**src/rtl/regfile_scoreboard.sv**
```systemverilog
// regfile_scoreboard: DEPTH x BITS register file with READ_PORTS combinational
// read ports, one synchronous write port, x0 hardwired to zero, and a
// per-register busy scoreboard (issue sets, writeback clears, flush clears all).
// Optional build macro REGFILE_BYPASS_EN adds a same-cycle write-to-read bypass.
module regfile_scoreboard #(
   parameter int DEPTH      = 32,
   parameter int BITS       = 64,
   parameter int READ_PORTS = 2,
   localparam int ADDR_W    = $clog2(DEPTH)
) (
   input  logic                         clk,
   input  logic                         rst_n,
   input  logic [READ_PORTS*ADDR_W-1:0] rd_addr,
   output logic [READ_PORTS*BITS-1:0]   rd_data,
   output logic [READ_PORTS-1:0]        rd_busy,
   input  logic                         wr_en,
   input  logic [ADDR_W-1:0]            wr_addr,
   input  logic [BITS-1:0]              wr_data,
   input  logic                         issue_en,
   input  logic [ADDR_W-1:0]            issue_addr,
   input  logic                         flush,
   output logic [DEPTH-1:0]             busy_vec,
   output logic [ADDR_W:0]              busy_cnt
);

   localparam int CNT_W = ADDR_W + 1;

   logic [DEPTH-1:0][BITS-1:0] regs;
   logic [DEPTH-1:0]           busy;
   logic [CNT_W-1:0]           cnt;

   logic                       wr_ok;
   logic                       set_hit;
   logic                       clr_hit;
   logic                       inc;
   logic                       dec;
   logic [DEPTH-1:0]           busy_nxt;
   logic [CNT_W-1:0]           cnt_nxt;

   assign wr_ok = wr_en && (wr_addr != '0);

   // Data storage: x0 is never written, so it stays at its reset value of 0.
   always_ff @(posedge clk or negedge rst_n) begin
      if (!rst_n)
         regs <= '0;
      else if (wr_ok)
         regs[wr_addr] <= wr_data;
   end

   // Next scoreboard state: flush > issue > writeback. An issue to the same
   // register as a writeback keeps it busy since the new producer supersedes.
   always_comb begin
      set_hit  = !flush && issue_en && (issue_addr != '0);
      clr_hit  = !flush && wr_ok && !(set_hit && (issue_addr == wr_addr));
      inc      = set_hit && !busy[issue_addr];
      dec      = clr_hit && busy[wr_addr];
      busy_nxt = busy;
      if (flush) begin
         busy_nxt = '0;
      end else begin
         if (clr_hit) busy_nxt[wr_addr]    = 1'b0;
         if (set_hit) busy_nxt[issue_addr] = 1'b1;
      end
      // set and clear never target the same register here, so the count can
      // be tracked from the two transitions independently.
      cnt_nxt = flush ? '0 : (cnt + CNT_W'(inc) - CNT_W'(dec));
   end

   // Scoreboard registers; the count is kept incrementally to avoid a popcount.
   always_ff @(posedge clk or negedge rst_n) begin
      if (!rst_n) begin
         busy <= '0;
         cnt  <= '0;
      end else begin
         busy <= busy_nxt;
         cnt  <= cnt_nxt;
      end
   end

   assign busy_vec = busy;
   assign busy_cnt = cnt;

   // Independent read ports; address 0 reads as zero and never busy.
   for (genvar p = 0; p < READ_PORTS; p++) begin : g_rd
      logic [ADDR_W-1:0] a;
      logic              zero;
      assign a    = rd_addr[p*ADDR_W +: ADDR_W];
      assign zero = (a == '0);
`ifdef REGFILE_BYPASS_EN
      logic hit;
      assign hit = wr_ok && (wr_addr == a);
      assign rd_data[p*BITS +: BITS] = zero ? '0 : (hit ? wr_data : regs[a]);
      assign rd_busy[p] = flush ? 1'b0 :
                          zero  ? 1'b0 :
                          hit   ? (issue_en && (issue_addr == a)) : busy[a];
`else
      assign rd_data[p*BITS +: BITS] = zero ? '0 : regs[a];
      assign rd_busy[p] = !zero && busy[a];
`endif
   end

endmodule

```
**config.mk**
```make
export PLATFORM = sky130hd
export DESIGN_NAME = regfile_scoreboard
export DESIGN_NICKNAME = d
export VERILOG_FILES = /design/src/rtl/regfile_scoreboard.sv
export SDC_FILE = /design/constraint.sdc
export NUM_CORES = 2
export LEC_CHECK = 0
export CAP_MARGIN = 20
export CORE_ASPECT_RATIO = 1.1
export CORE_MARGIN = 2
export CORE_UTILIZATION = 60
export CTS_CLUSTER_DIAMETER = 120
export DETAILED_ROUTE_END_ITERATION = 8
export PLACE_DENSITY_LB_ADDON = 0.15
export SLEW_MARGIN = 30
export SYNTH_ARGS = -nofsm -noshare
export SYNTH_HDL_FRONTEND = slang
export SYNTH_SLANG_ARGS = --single-unit
export TNS_END_PERCENT = 30
```
**constraint.sdc**
```tcl
create_clock -name clk -period 4.2 [get_ports clk]
set_clock_uncertainty 0.05 [all_clocks]
set_input_delay 0.42 -clock clk [delete_from_list [all_inputs] [get_ports clk]]
set_output_delay 0.42 -clock clk [all_outputs]
set_load 0.1 [all_outputs]
```
==> results.md <==
* CP Buf/Inv Count at 1
* Post-synth EDFFs at 0
* TritonCTS Buffers at 212
* Fmax at 0.262 GHz
* Syn avg cell area at 15.3 µm²
* Area added between synthesis and finish at 13.3%
* GR Overflow Total at 0
* Clock root buffer: clkbuf_16
* Depth of the worst hold-timing path at 2
* DP Area at about 120,000 µm²
* Unrepaired setup endpoints after global routing: false
* DRT Wirelength at 365,000 µm
* Placer Congestion at 0.950
* Share of the clock period used by the worst path at 0.907
* Number of detailed-route iterations in the first pass at 6
* Residual DRC at 0
* Flop2flop setup slack at between 0.3 and 0.4 ns
* Setup CP Type: register to register
* Worst reg2reg startpoint: busy_vec[27]$_DFF_PN0_
* Max-cap violations at 0
* Slew HR at 0.281
* Post-Syn Area at 111,000 µm²
* DR vias at 72,600
* DR iter-0 viols at 8,476
* Status: finished, final reports clean
* Synth Net Count at 7,352
* FFs w/ async S/R, synth at 1.00
* Die Height at 455 µm
* Synthesized flop and latch total at approximately 2,100
* Hold_sp: wr_data[61]
* Horiz. Die Dim at 414 µm
* # port buffers at 256
* HP Class: input port to register
* # nets final at 7,329
* Number of max-slew violations in the final report at 0
* Gr usage total at 0.389
* Yosys cell types at 61
* Io pins at 257
* Reg clk slew, reported paths at 0.07 ns
* Largest net degree at the start of global routing at approximately 170
* Clk sinks at around 2,100
* Maximum vdd drop at 584 µV
* Worst r2r dst: busy_cnt[4]$_DFF_PN0_
* CTS Buffer Depth at 3
* Drt via density at between 7 and 8
* Crit end category: register
* H-tree levels at 4
* Dpl hpwl at 217,000 µm
* Final instance area at 126,000 µm²
* Critical-path cell list: mux4_2, and4b_1, or4_1, or4_1, ha_1, inv_1, ha_1, fa_1, a21o_1, a21oi_1, xor2_1, nor2_1
* Core Region at 184,000 µm²
* Critical Path Fanout Max at 2
* Global-route wire length before repair at 530,000 µm
* R2R cell count at 12
* Final ANT Viol Nets at 0
* Top FF cell, synth: dfrtp_1
* PD cells at 482 nW/µm²
* Largest delay share family, worst path: simple AND/OR/NAND/NOR gates
* Warnings from Yosys at 0
* Seq/Total Area, Yosys at 0.470
* Post-layout util at 0.685
* Worst-Skew Late Latency at 0.87 ns
* Initial Utilization at 0.604
* Leakage at 54.8 nW
* Antenna violations before repair at 43
* Worst Hold End: regs[189]$_DFFE_PN0P_
* WP data required at 4.90 ns
* TritonCTS clock tree: built
* WL/cell at ~37 µm
* Crit path launch type: register
* CP arrival at ~4.5 ns
* Min cycle time layout at 3.81 ns
* Row Count at between 150 and 200
* Layout cells sized above 1 at 0.548
* Worst-Margin Slew at 1.07 ns
* Worst path max stage delay at 0.57 ns
* Slowest-stage cell, CP: or4_1
* Vias in the first global route at 74,800
* DIE AREA at between 150,000 and 200,000 µm²
* Final setup violating endpoints at 0
* Synthesized netlist cell count at 7,256
* FILL cells at 12,500
* Final hold violations at 0
routing by layer:
| layer | global-route usage | share of wire |
|---|---|---|
| met2 | 0.593 | 0.46 |
| met5 | 0.00598 | 0.0014 |
| met1 | 0.529 | 0.38 |
| met4 | 0.177 | 0.051 |
| met3 | 0.103 | 0.10 |
worst max-delay path by stage:
| stage | slack (ns) | cells past startpoint | start | to |
|---|---|---|---|---|
| 6_report | 0.39 | 12 | busy_vec[27]$_DFF_PN0_ | busy_cnt[4]$_DFF_PN0_ |
| 5_1_grt | 0.18 | 12 | busy_vec[27]$_DFF_PN0_ | busy_cnt[4]$_DFF_PN0_ |
| 3_5_place_dp | -0.31 | 13 | issue_addr[0] | busy_cnt[4]$_DFF_PN0_ |
| 3_3_place_gp | -0.34 | 13 | issue_addr[0] | busy_cnt[4]$_DFF_PN0_ |
| 4_1_cts | 0.41 | 12 | busy_vec[27]$_DFF_PN0_ | busy_cnt[4]$_DFF_PN0_ |
| 2_1_floorplan | -0.10 | 7 | rd_addr[6] | rd_data[109] |
what timing repair did:
action | CTS | global route
hold endpoints to repair | 106 | 0
buffers inserted | 0 | 0
hold buffers | 1 | 0
gates resized for setup | 0 | 0
area by class of cell:
cell class	count	area (µm²)	share of cell area
Antenna cell	37	92.6	0.000736
Multi-Input combinational cell	4289	55400	0.440
Timing Repair Buffer	634	8180	0.0651
Tap cell	2421	3030	0.0241
Clock buffer	327	6310	0.0502
Sequential cell	2086	52200	0.415
Clock inverter	55	557	0.00443
Inverter	10	37.5	0.000298
synthesized netlist by cell type (all sizes together) (9+ instances only):
cell type	number	area, µm²
nand2b	17	106
nor3b	10	75.1
mux2i	284	2840
mux2	2125	23900
a22oi	67	503
a221oi	65	569
nand3b	9	67.6
nor2b	17	106
mux4	967	21800
buf	366	1870
nor3	15	85.1
o21ai	58	290
inv	10	37.5
nand2	79	304
and3	68	425
o21bai	11	82.6
a32o	29	290
o22ai	26	163
clkbuf	505	1900
a2bb2oi	39	342
dfrtp	2086	52200
nor2	29	111
nand3	71	355
a211o	66	578
a22o	65	569
a21o	13	97.6
o221ai	69	604
a211oi	11	82.6
per-stage QoR:
stage / setup slack (ns) / cells / setup TNS, ns / hold WS (ns) / power, mW
6_report: 0.389 / 9859 / 0 / 0.139 / 60.7
5_1_grt: 0.184 / 9834 / 0 / 0.141 / 62.7
4_1_cts: 0.406 / 9821 / 0 / 0.177 / 60.6
3_5_place_dp: -0.314 / 9438 / -0.582 / 0.315 / 41.8
3_3_place_gp: -0.343 / 9438 / -0.685 / 0.313 / 41.0
2_1_floorplan: -0.105 / 7256 / -3.16 / 0.0744 / 36.8
cells by family after synthesis:
group / synth area share
AO/OA/AOI/OAI: 0.0395
multiplexers: 0.437
XOR/XNOR: 0.000710
flip-flops: 0.470
buffers and inverters: 0.0343
adder cells (fa/ha/maj): 0.000857
AND/OR/NAND/NOR: 0.0170
sequential cells by signal (all words and copies together) (netlist names):
register and flops:
regs 2048, busy_vec 32, busy_cnt 6
layout by cell type, fill, tap and decap left out, types with 15 or more instances in the layout:
| cell | netlist | layout |
|---|---|---|
| a22o_1 | 65 | 65 |
| mux4_2 | 965 | 965 |
| a211o_1 | 66 | 66 |
| buf_12 | 0 | 268 |
| a2bb2oi_1 | 39 | 39 |
| dfrtp_1 | 2086 | 2086 |
| clkinv_2 | 0 | 38 |
| nand3_1 | 71 | 71 |
| nor2_4 | 0 | 16 |
| a221oi_1 | 65 | 65 |
| mux2_2 | 2125 | 2125 |
| o22ai_1 | 26 | 26 |
| o21ai_0 | 58 | 46 |
| nor2b_1 | 17 | 15 |
| buf_2 | 282 | 63 |
| mux2i_1 | 284 | 284 |
| clkdlybuf4s50_1 | 0 | 54 |
| clkbuf_1 | 505 | 62 |
| a32o_1 | 29 | 29 |
| clkbuf_16 | 0 | 216 |
| a22oi_1 | 67 | 67 |
| diode_2 | 0 | 37 |
| buf_4 | 25 | 239 |
| and3_1 | 68 | 68 |
| clkbuf_8 | 0 | 50 |
| nand2_1 | 76 | 73 |
| o221ai_1 | 69 | 69 |
where the power goes:
part / internal, mW / leakage, nW / switching [mW]
logic: 8.04 / 24.6 / 6.97
clock network: 10.9 / 3.40 / 8.15
registers: 23.9 / 26.8 / 2.76
(Power assumes the default switching activity.)
